--- src/rtl/mips_gpio_bank_if.sv ---
// Datapath memory-bus view of the GPIO bank: address/data/strobes in, hit and read data out.
interface mips_gpio_bank_if #(
  parameter int unsigned DATA_WIDTH = 32
);
  logic [DATA_WIDTH-1:0] addr_i;
  logic [DATA_WIDTH-1:0] wdata_i;
  logic                  we_i;
  logic                  re_i;
  logic                  hit_o;
  logic [DATA_WIDTH-1:0] rdata_o;

  modport master (output addr_i, wdata_i, we_i, re_i, input hit_o, rdata_o);
  modport slave  (input addr_i, wdata_i, we_i, re_i, output hit_o, rdata_o);
endinterface

--- src/rtl/mips_gpio_bank.sv ---
// Memory-mapped GPIO bank: NUM_PORTS ports of OUT/IN/EDGE/IEN registers with
// 2-flop input synchronisers, rising-edge capture and one combined interrupt.
module mips_gpio_bank #(
  parameter int unsigned           DATA_WIDTH = 32,
  parameter int unsigned           GPIO_WIDTH = 8,
  parameter int unsigned           NUM_PORTS  = 2,
  parameter logic [DATA_WIDTH-1:0] BASE_ADDR  = 32'h1000_0000
) (
  input  logic                            clk_i,
  input  logic                            reset_i,
  mips_gpio_bank_if.slave                 bus,
  input  logic [NUM_PORTS*GPIO_WIDTH-1:0] gpio_i,
  output logic [NUM_PORTS*GPIO_WIDTH-1:0] gpio_o,
  output logic                            irq_o
);

  localparam int unsigned           PW     = NUM_PORTS * GPIO_WIDTH;
  localparam int unsigned           IDXW   = (NUM_PORTS > 1) ? $clog2(NUM_PORTS) : 1;
  localparam logic [DATA_WIDTH-1:0] WINDOW = DATA_WIDTH'(16 * NUM_PORTS);

  typedef enum logic [1:0] {
    REG_OUT  = 2'd0,
    REG_IN   = 2'd1,
    REG_EDGE = 2'd2,
    REG_IEN  = 2'd3
  } reg_e;

  logic [PW-1:0]         out_q, out_d, ien_q, ien_d, edge_q, edge_d;
  logic [PW-1:0]         sync1_q, sync2_q, prev_q, prev_d, rise, clr;
  logic [DATA_WIDTH-1:0] rdata_q, rdata_d, offset;
  logic [1:0]            warm_q, warm_d;
  logic                  irq_q, irq_d, hit, wr_en, rd_en;
  logic [IDXW-1:0]       port_idx;
  logic [GPIO_WIDTH-1:0] wbits, rsel;
  reg_e                  reg_sel;

  // The lower-bound compare keeps addresses below BASE_ADDR from aliasing via underflow.
  assign offset   = bus.addr_i - BASE_ADDR;
  assign hit      = (bus.addr_i >= BASE_ADDR) && (offset < WINDOW);
  assign port_idx = offset[4 +: IDXW];
  assign reg_sel  = reg_e'(bus.addr_i[3:2]);
  assign wbits    = bus.wdata_i[GPIO_WIDTH-1:0];
  assign wr_en    = bus.we_i & hit;
  assign rd_en    = bus.re_i & hit;

  assign bus.hit_o   = hit;
  assign bus.rdata_o = rdata_q;
  assign gpio_o      = out_q;
  assign irq_o       = irq_q;

  if (GPIO_WIDTH < DATA_WIDTH) begin : g_unused
    logic unused_wdata;
    assign unused_wdata = ^bus.wdata_i[DATA_WIDTH-1:GPIO_WIDTH];
  end

  always_comb begin
    out_d   = out_q;
    ien_d   = ien_q;
    clr     = '0;
    rdata_d = rdata_q;
    rsel    = '0;
    irq_d   = |(edge_q & ien_q);
    warm_d  = (warm_q != 2'd0) ? warm_q - 2'd1 : warm_q;
    rise    = (warm_q == 2'd0) ? (sync2_q & ~prev_q) : '0;
    // During warm-up prev tracks sync1 so it equals sync2 once warm-up ends;
    // pins already high at reset release then never look like a rising edge.
    prev_d  = (warm_q != 2'd0) ? sync1_q : sync2_q;

    for (int unsigned p = 0; p < NUM_PORTS; p++) begin
      if (port_idx == IDXW'(p)) begin
        unique case (reg_sel)
          REG_OUT:  rsel = out_q[p*GPIO_WIDTH +: GPIO_WIDTH];
          REG_IN:   rsel = sync2_q[p*GPIO_WIDTH +: GPIO_WIDTH];
          REG_EDGE: rsel = edge_q[p*GPIO_WIDTH +: GPIO_WIDTH];
          REG_IEN:  rsel = ien_q[p*GPIO_WIDTH +: GPIO_WIDTH];
        endcase
        if (wr_en) begin
          case (reg_sel)
            REG_OUT:  out_d[p*GPIO_WIDTH +: GPIO_WIDTH] = wbits;
            REG_EDGE: clr[p*GPIO_WIDTH +: GPIO_WIDTH]   = wbits;
            REG_IEN:  ien_d[p*GPIO_WIDTH +: GPIO_WIDTH] = wbits;
            default:  ;
          endcase
        end
      end
    end

    edge_d = (edge_q & ~clr) | rise;
    if (rd_en) rdata_d = DATA_WIDTH'(rsel);
  end

  always_ff @(posedge clk_i) begin
    if (!reset_i) begin
      out_q   <= '0;
      ien_q   <= '0;
      edge_q  <= '0;
      sync1_q <= '0;
      sync2_q <= '0;
      prev_q  <= '0;
      rdata_q <= '0;
      irq_q   <= 1'b0;
      warm_q  <= 2'd2;
    end else begin
      out_q   <= out_d;
      ien_q   <= ien_d;
      edge_q  <= edge_d;
      sync1_q <= gpio_i;
      sync2_q <= sync1_q;
      prev_q  <= prev_d;
      rdata_q <= rdata_d;
      irq_q   <= irq_d;
      warm_q  <= warm_d;
    end
  end

endmodule

--- src/flat_wrapper.sv ---
// flat-port wrapper written by rule: the top's interface ports become plain ports
module mips_gpio_bank_flat 
#(
  parameter int unsigned           DATA_WIDTH = 32,
  parameter int unsigned           GPIO_WIDTH = 8,
  parameter int unsigned           NUM_PORTS  = 2,
  parameter logic [DATA_WIDTH-1:0] BASE_ADDR  = 32'h1000_0000
)
  (clk_i, reset_i, gpio_i, gpio_o, irq_o, bus_addr_i, bus_wdata_i, bus_we_i, bus_re_i, bus_hit_o, bus_rdata_o);
  mips_gpio_bank_if #(.DATA_WIDTH(DATA_WIDTH)) bus_i ();
  input  logic clk_i;
  input  logic reset_i;
  input  logic [NUM_PORTS*GPIO_WIDTH-1:0] gpio_i;
  output logic [NUM_PORTS*GPIO_WIDTH-1:0] gpio_o;
  output logic irq_o;
  input wire logic [$bits(bus_i.addr_i)-1:0] bus_addr_i;
  input wire logic [$bits(bus_i.wdata_i)-1:0] bus_wdata_i;
  input wire logic [$bits(bus_i.we_i)-1:0] bus_we_i;
  input wire logic [$bits(bus_i.re_i)-1:0] bus_re_i;
  output wire logic [$bits(bus_i.hit_o)-1:0] bus_hit_o;
  output wire logic [$bits(bus_i.rdata_o)-1:0] bus_rdata_o;
  assign bus_i.addr_i = bus_addr_i;
  assign bus_i.wdata_i = bus_wdata_i;
  assign bus_i.we_i = bus_we_i;
  assign bus_i.re_i = bus_re_i;
  assign bus_hit_o = bus_i.hit_o;
  assign bus_rdata_o = bus_i.rdata_o;
  mips_gpio_bank #(.DATA_WIDTH(DATA_WIDTH), .GPIO_WIDTH(GPIO_WIDTH), .NUM_PORTS(NUM_PORTS), .BASE_ADDR(BASE_ADDR)) u_core (.clk_i(clk_i), .reset_i(reset_i), .bus(bus_i), .gpio_i(gpio_i), .gpio_o(gpio_o), .irq_o(irq_o));
endmodule
--- config.mk ---
export PLATFORM = sky130hd
export DESIGN_NAME = mips_gpio_bank_flat
export DESIGN_NICKNAME = d
export VERILOG_FILES = /design/src/rtl/mips_gpio_bank_if.sv /design/src/rtl/mips_gpio_bank.sv /design/src/flat_wrapper.sv
export SDC_FILE = /design/constraint.sdc
export NUM_CORES = 1
export LEC_CHECK = 0
export ABC_CLOCK_PERIOD_IN_PS = 1500
export BUFFER_PORTS_ARGS = -buffer_cell sky130_fd_sc_hd__buf_4
export CORE_MARGIN = 3
export CORE_UTILIZATION = 47
export CTS_CLUSTER_DIAMETER = 80
export CTS_CLUSTER_SIZE = 14
export DETAILED_ROUTE_END_ITERATION = 8
export GPL_TIMING_DRIVEN = 0
export PLACE_DENSITY = 0.76
export SLEW_MARGIN = 25
export SYNTH_ARGS = -nofsm -noshare
export SYNTH_HDL_FRONTEND = slang
export SYNTH_SLANG_ARGS = --single-unit
--- constraint.sdc ---
create_clock -name clk_i -period 1.5 [get_ports clk_i]
set_input_delay 0 -clock clk_i [delete_from_list [all_inputs] [get_ports clk_i]]
set_output_delay 0 -clock clk_i [all_outputs]
set_load 0.01 [all_outputs]
==> impl_metrics.env, run 1 <==
export IMPL_netSwitchingPower_w=0.00168
export IMPL_final_core_area_utilization_pct=62.1
export IMPL_switching_power_share_of_the_total_pct=29.0
export IMPL_regToRegStartpoint="u_core.warm_q[0]"
export IMPL_comb_power_share_pct=17.0
export IMPL_routed_wire_length_per_instance_um=17.2
export IMPL_grt_remaining_overflow=0
export IMPL_clk_path_buf_depth=2
export IMPL_timing_final_crit_period_ns=1.39
export IMPL_first_pass_grt_wire_length_um=21100
export IMPL_clock_insertion_delay_worst_skew_ns=0.38
export IMPL_avgViaCountPerCell=5.15
export IMPL_synth_top_cell_area_share_pct=44.3
export IMPL_totalWireLength_um=13600
export IMPL_synthArstFlopShare_pct=0
export IMPL_synth_sequential_area_ratio_pct=44.3
export IMPL_p_seq_share_pct=52.4
export IMPL_port_buffers=80
export IMPL_timing_setup_tns_ns=0
export IMPL_detailed_route_iter0_violations=246
export IMPL_crit_start="bus_addr_i[18]"
export IMPL_post_synth_most_frequent_cells="sky130_fd_sc_hd__dfxtp_1 (107), sky130_fd_sc_hd__nand2_1 (68), sky130_fd_sc_hd__a21boi_0 (34)"
export IMPL_drtPass1Iterations=5
export IMPL_power_share_clock_pct=30.7
export IMPL_drt_antenna_violating_nets=0
export IMPL_fin_crit_sh_pct=92.7
export IMPL_unrepaired_setup_endpoints_after_global_routing="false"
export IMPL_antenna_diode_count=0
export IMPL_clock_root_buffer="sky130_fd_sc_hd__clkbuf_8"
export IMPL_via_count=4072
export IMPL_post_layout_nonfiller_instances=790
export IMPL_timing_final_ws_setup_ns=0.109
export IMPL_crit_path_cell_trace="buf_4 -> nor4_4 -> nand4_4 -> nor4b_4 -> a21boi_0 -> o21a_1"
export IMPL_cell_internal_pwr_w=0.00413
export IMPL_avgSynthCellArea_um2=9.43
export IMPL_clock_sinks=107
export IMPL_gp_routability_congestion=0.914
export IMPL_hpwl_um=10100
export IMPL_hold_path_class="input port to flop"
export IMPL_synth_seq_cells=107
export IMPL_synth_flop_cell="sky130_fd_sc_hd__dfxtp_1"
export IMPL_synth_top_cell_by_area="sky130_fd_sc_hd__dfxtp_1"
export IMPL_worstSetupStartpointType="input port"
export IMPL_power_density_nw_per_um2=944
export IMPL_finalHoldViolations=0
export IMPL_power_leakage_nw=2.56
export IMPL_cp_arrival_ns=1.68
export IMPL_clock_fmax_mhz=719
export IMPL_top_fanout_value_on_the_critical_path=8
export IMPL_number_of_enable_type_register_cells_in_the_synthesized_netlist=0
export IMPL_antenna_found_initial=1
export IMPL_fin_worst_skew_ns=0.0160
export IMPL_max_vdd_ir_drop_v=0.000740
export IMPL_number_of_rows_in_the_core_area=36
export IMPL_cap_violations=0
export IMPL_setup_reg_to_reg_worst_slack_ns=0.13
export IMPL_htree_levels=3
export IMPL_synthCells=513
export IMPL_design_die_area_um2=11600
export IMPL_timing_max_transition_violations_final=0
export IMPL_timing_final_setup_violations=0
export IMPL_synth_most_common_cell="sky130_fd_sc_hd__dfxtp_1"
export IMPL_synth_cell_area_um2=4840
export IMPL_pre_cts_ws_ns=-0.330
export IMPL_area_growth_synth_to_final_pct=27.2
export IMPL_critical_path_slowest_cell="sky130_fd_sc_hd__nor4b_4"
export IMPL_total_routing_usage_reported_by_global_routing_pct=23.8
export IMPL_crit_type="input port to flop"
export IMPL_coreArea_um2=9910
export IMPL_min_from="bus_re_i"
export IMPL_critPathMaxStageDelay_ns=0.58
export IMPL_initial_cell_density_of_the_core_pct=48.8
export IMPL_synth_warnings=0
export IMPL_netlist_top_cells_area="sky130_fd_sc_hd__dfxtp_1 (44%), sky130_fd_sc_hd__a21boi_0 (5.3%), sky130_fd_sc_hd__nand2_1 (5.3%)"
export IMPL_worst_pin_slew_ns=0.668
export IMPL_number_of_remaining_drc_errors=0
export IMPL_run_status="finished clean"
export IMPL_worst_setup_hold_path_clk_slew_ns=0.12
export IMPL_synthDistinctLibCells=50
export IMPL_number_of_global_route_vias_before_repair=4028
export IMPL_grt_max_degree=22
export IMPL_numCtsBuffers=9
export IMPL_chipWidth_um=107
export IMPL_die_height_um=107
export IMPL_worstPathRequired_ns=1.78
export IMPL_max_slew_margin_rel_pct=55.5
export IMPL_num_nets_final=737
export IMPL_tritoncts="yes"
export IMPL_endpoint_kind="flop"
export IMPL_design_portCount=134
export IMPL_final_layout_size_suffix_gt1_share_pct=24.7
export IMPL_post_place_cells=749
==> critical path: cells and delay by family <==
family                 cells  cell delay [ns]
AND/OR/NAND/NOR            3             1.14
AO/OA/AOI/OAI              2             0.41
buffers and inverters      1             0.12
==> repair_timing <==
action / 4_1_cts / 5_1_grt
buffers inserted: 0 / 2
endpoints found under the setup margin: 30 / 14
hold endpoints to repair: 48 / 0
cloned: 0 / 0
resized for setup: 4 / 2
hold buffers: 24 / 0
pin swaps: 0 / 2
==> flip-flops by register name, summed over array words and instances, names as in the netlist <==
register,count
u_core.bus.rdata_o,8
u_core.ien_q,16
u_core.sync1_q,16
u_core.gpio_o,16
u_core.edge_q,16
u_core.warm_q,2
u_core.irq_o,1
u_core.sync2_q,16
u_core.prev_q,16
==> layout make-up <==
| cell class | count | area [um2] |
|---|---|---|
| sequential | 107 | 2140 |
| inverter | 4 | 18.8 |
| fill | 882 | 3750 |
| timing repair buffer | 106 | 856 |
| clock inverter | 7 | 77.6 |
| clock buffer | 9 | 124 |
| multi-input combinational | 367 | 2400 |
| tap | 133 | 166 |
| buffer | 57 | 378 |
==> layout by cell type (no fill, tap or decap), types with 18 or more instances in the layout <==
cell / synthesis / final
sky130_fd_sc_hd__nand2_1: 68 / 68
sky130_fd_sc_hd__mux2i_1: 24 / 24
sky130_fd_sc_hd__nand2b_1: 19 / 19
sky130_fd_sc_hd__conb_1: 1 / 24
sky130_fd_sc_hd__dlygate4sd3_1: 0 / 24
sky130_fd_sc_hd__and2_1: 33 / 33
sky130_fd_sc_hd__nor2_1: 22 / 22
sky130_fd_sc_hd__dfxtp_1: 107 / 107
sky130_fd_sc_hd__buf_4: 26 / 108
sky130_fd_sc_hd__a21boi_0: 34 / 34
sky130_fd_sc_hd__clkbuf_1: 22 / 18
sky130_fd_sc_hd__nand3_1: 21 / 21
==> metrics by stage <==
step	power, W	hold WS, ns	instance area, um2
final	0.00581	0.155	6160
after global routing	0.00604	0.187	6160
after CTS	0.00581	0.145	6140
after detailed placement	0.00401	0.211	5690
after global placement	0.00399	0.207	5690
after floorplan	0.00368	0.127	4930
==> routing by layer <==
metal	wire length [um]	track usage, %	vias to the layer above
li1	-	-	2002
met1	5760	30.5	1882
met2	6390	40.7	168
met3	1140	4.02	20
met4	265	7.75	0
met5	0	0	-
==> path summary, 6_finish.rpt <==
| path | end | cells past startpoint |
|---|---|---|
| setup / recovery | u_core.edge_q[7] | 6 |
| hold / removal | u_core.bus.rdata_o[7] | 5 |
| setup reg to reg | u_core.warm_q[1] | 5 |
| hold reg to reg | u_core.sync2_q[13] | 1 |
==> power groups by stage <==
stage	clock network, W	logic (W)	registers (W)
after floorplan	0	0.000596	0.00308
after global placement	0	0.000885	0.00310
after detailed placement	0	0.000909	0.00311
after CTS	0.00179	0.000979	0.00304
after global routing	0.00190	0.00108	0.00306
final	0.00178	0.000987	0.00304
==> cells by family (layout without fill, tap and decap cells) <==
logic type               Yosys count  in the layout  share of synthesized area (%)
adder cells (fa/ha/maj)            1              1                          0.258
AND/OR/NAND/NOR                  199            199                           23.9
buffers and inverters             62            183                           8.07
flip-flops                       107            107                           44.3
AO/OA/AOI/OAI                    113            113                           16.2
multiplexers                      29             29                           7.06
XOR/XNOR                           1              1                          0.181
other                              1             24                         0.0775
Power figures use the tool's default switching activity.
==> run 2: changes to the inputs <==
ABC_CLOCK_PERIOD_IN_PS = 1400   (was 1500)
CELL_PAD_IN_SITES_DETAIL_PLACEMENT = 0   (was unset)
CELL_PAD_IN_SITES_GLOBAL_PLACEMENT = 1   (was unset)
CORE_UTILIZATION = 39   (was 47)
PLACE_DENSITY = unset   (was 0.76)
PLACE_DENSITY_LB_ADDON = 0.1   (was unset)
clock period = 1.4 ns   (was 1.5 ns; I/O delays follow)
==> impl_metrics.env, run 2 (synthesis gave the netlist of run 1 again) <==
export IMPL_min_from="reset_i"
export IMPL_first_pass_grt_wire_length_um=22400
export IMPL_antenna_diode_count=0
export IMPL_worst_setup_hold_path_clk_slew_ns=0.07
export IMPL_hpwl_um=10500
export IMPL_number_of_remaining_drc_errors=0
export IMPL_power_leakage_nw=2.64
export IMPL_number_of_global_route_vias_before_repair=3914
export IMPL_design_die_area_um2=13800
export IMPL_layout_common_cells="sky130_fd_sc_hd__buf_4 (113), sky130_fd_sc_hd__dfxtp_1 (107), sky130_fd_sc_hd__nand2_1 (68), sky130_fd_sc_hd__a21boi_0 (34), sky130_fd_sc_hd__and2_1 (33)"
export IMPL_regToRegStartpoint="u_core.ien_q[3]"
export IMPL_cap_violations=0
export IMPL_initial_cell_density_of_the_core_pct=40.1
export IMPL_crit_type="flop to flop"
export IMPL_area_growth_synth_to_final_pct=31.5
export IMPL_design_portCount=134
export IMPL_unrepaired_setup_endpoints_after_global_routing="true"
export IMPL_die_height_um=117
export IMPL_drtPass1Iterations=5
export IMPL_clock_fmax_mhz=757
export IMPL_hold_path_class="input port to flop"
export IMPL_final_layout_size_suffix_gt1_share_pct=25.5
export IMPL_num_nets_final=742
export IMPL_worstPathRequired_ns=1.69
export IMPL_cp_arrival_ns=1.61
export IMPL_top_fanout_value_on_the_critical_path=3
export IMPL_dpl_cell_area_um2=5740
export IMPL_timing_setup_tns_ns=0
export IMPL_finalHoldViolations=0
export IMPL_max_slew_margin_rel_pct=53.1
export IMPL_grt_max_degree=17
export IMPL_clock_sinks=107
export IMPL_clock_root_buffer="sky130_fd_sc_hd__clkbuf_16"
export IMPL_total_routing_usage_reported_by_global_routing_pct=21.1
export IMPL_clock_insertion_delay_worst_skew_ns=0.36
export IMPL_antenna_found_initial=0
export IMPL_routed_wire_length_per_instance_um=17.4
export IMPL_numCtsBuffers=9
export IMPL_worstSetupStartpointType="flop"
export IMPL_detailed_route_iter0_violations=286
export IMPL_totalWireLength_um=14400
export IMPL_fin_worst_skew_ns=0.00858
export IMPL_power_density_nw_per_um2=1080
export IMPL_port_buffers=80
export IMPL_gp_routability_congestion=0.894
export IMPL_avgViaCountPerCell=4.92
export IMPL_clk_path_buf_depth=2
export IMPL_via_count=4087
export IMPL_layout_cell_area_non_filler_um2=6370
export IMPL_endpoint_kind="flop"
export IMPL_drt_antenna_violating_nets=0
export IMPL_run_status="finished clean"
export IMPL_crit_start="u_core.ien_q[3]"
export IMPL_number_of_rows_in_the_core_area=40
export IMPL_tritoncts="yes"
export IMPL_worst_pin_slew_ns=0.703
export IMPL_chipWidth_um=117
export IMPL_timing_max_transition_violations_final=0
export IMPL_fin_crit_sh_pct=94.3
export IMPL_timing_final_crit_period_ns=1.32
export IMPL_timing_final_setup_violations=0
export IMPL_grt_remaining_overflow=0
export IMPL_htree_levels=3
export IMPL_mostFrequentLayoutCell="sky130_fd_sc_hd__buf_4"
export IMPL_coreArea_um2=12100
export IMPL_max_vdd_ir_drop_v=0.000604
[run 2: changes by cell type in the layout (fill, tap and decap cells not counted), sizes merged]
cell    delta
inv        -4
clkbuf     +5
buf        +4
[run 2: stage by stage]
step / hold slack [ns] / util [%] / instances / worst slack (ns) / total power (W)
after floorplan: 0.127 / - / 536 / 0.00509 / 0.00394
after global placement: 0.207 / 47.6 / 784 / -0.467 / 0.00430
after detailed placement: 0.210 / 47.6 / 784 / -0.510 / 0.00432
after CTS: 0.144 / 52.4 / 828 / 0.00142 / 0.00691
after global routing: 0.194 / 52.8 / 830 / -0.00145 / 0.00716
final: 0.154 / 52.8 / 830 / 0.0797 / 0.00686
[run 2: layer usage]
metal | track usage, % | up-vias | wire [um]
met5 | 0 | - | 0
met4 | 8.87 | 0 | 319
met3 | 4.24 | 23 | 971
met2 | 33.1 | 151 | 6450
met1 | 28.3 | 1897 | 6660
li1 | - | 2016 | -
[run 2: report_power, final]
group          internal, W  switching [W]
logic             0.000552       0.000553
clock network      0.00136        0.00115
registers          0.00319      0.0000693
[run 2: what timing repair did]
| item | 4_1_cts | 5_1_grt |
|---|---|---|
| setup endpoints to repair | 42 | 21 |
| endpoints found under the hold margin | 48 | 0 |
| setup buffers | 5 | 2 |
| pin swaps | 3 | 1 |
| resized for setup | 7 | 7 |
| hold buffers | 24 | 0 |
| gates cloned | 0 | 0 |
[run 2: final cells by class]
type	count	area [um2]
multi-input cells	367	2420
clock inverters	3	21.3
repair buffers	111	893
well taps	168	210
flip-flops and latches	107	2140
clock buffers	13	270
inverters	4	16.3
plain buffers	57	390
fillers	1138	5700
[run 2: critical path, stage by stage (launching register included)]
cell	delay, ns
sky130_fd_sc_hd__dfxtp_1	0.41
sky130_fd_sc_hd__nand3_1	0.11
sky130_fd_sc_hd__a21oi_2	0.19
sky130_fd_sc_hd__o22ai_1	0.08
sky130_fd_sc_hd__a211o_1	0.32
sky130_fd_sc_hd__o22ai_1	0.14
[run 2: path summary, 6_finish.rpt]
kind                                end  slack (ns)  cells past startpoint
setup / recovery  u_core.bus.rdata_o[3]        0.08                      5
hold / removal         u_core.gpio_o[8]        0.15                      4
setup reg to reg  u_core.bus.rdata_o[3]        0.08                      5
hold reg to reg       u_core.sync2_q[3]        0.46                      1
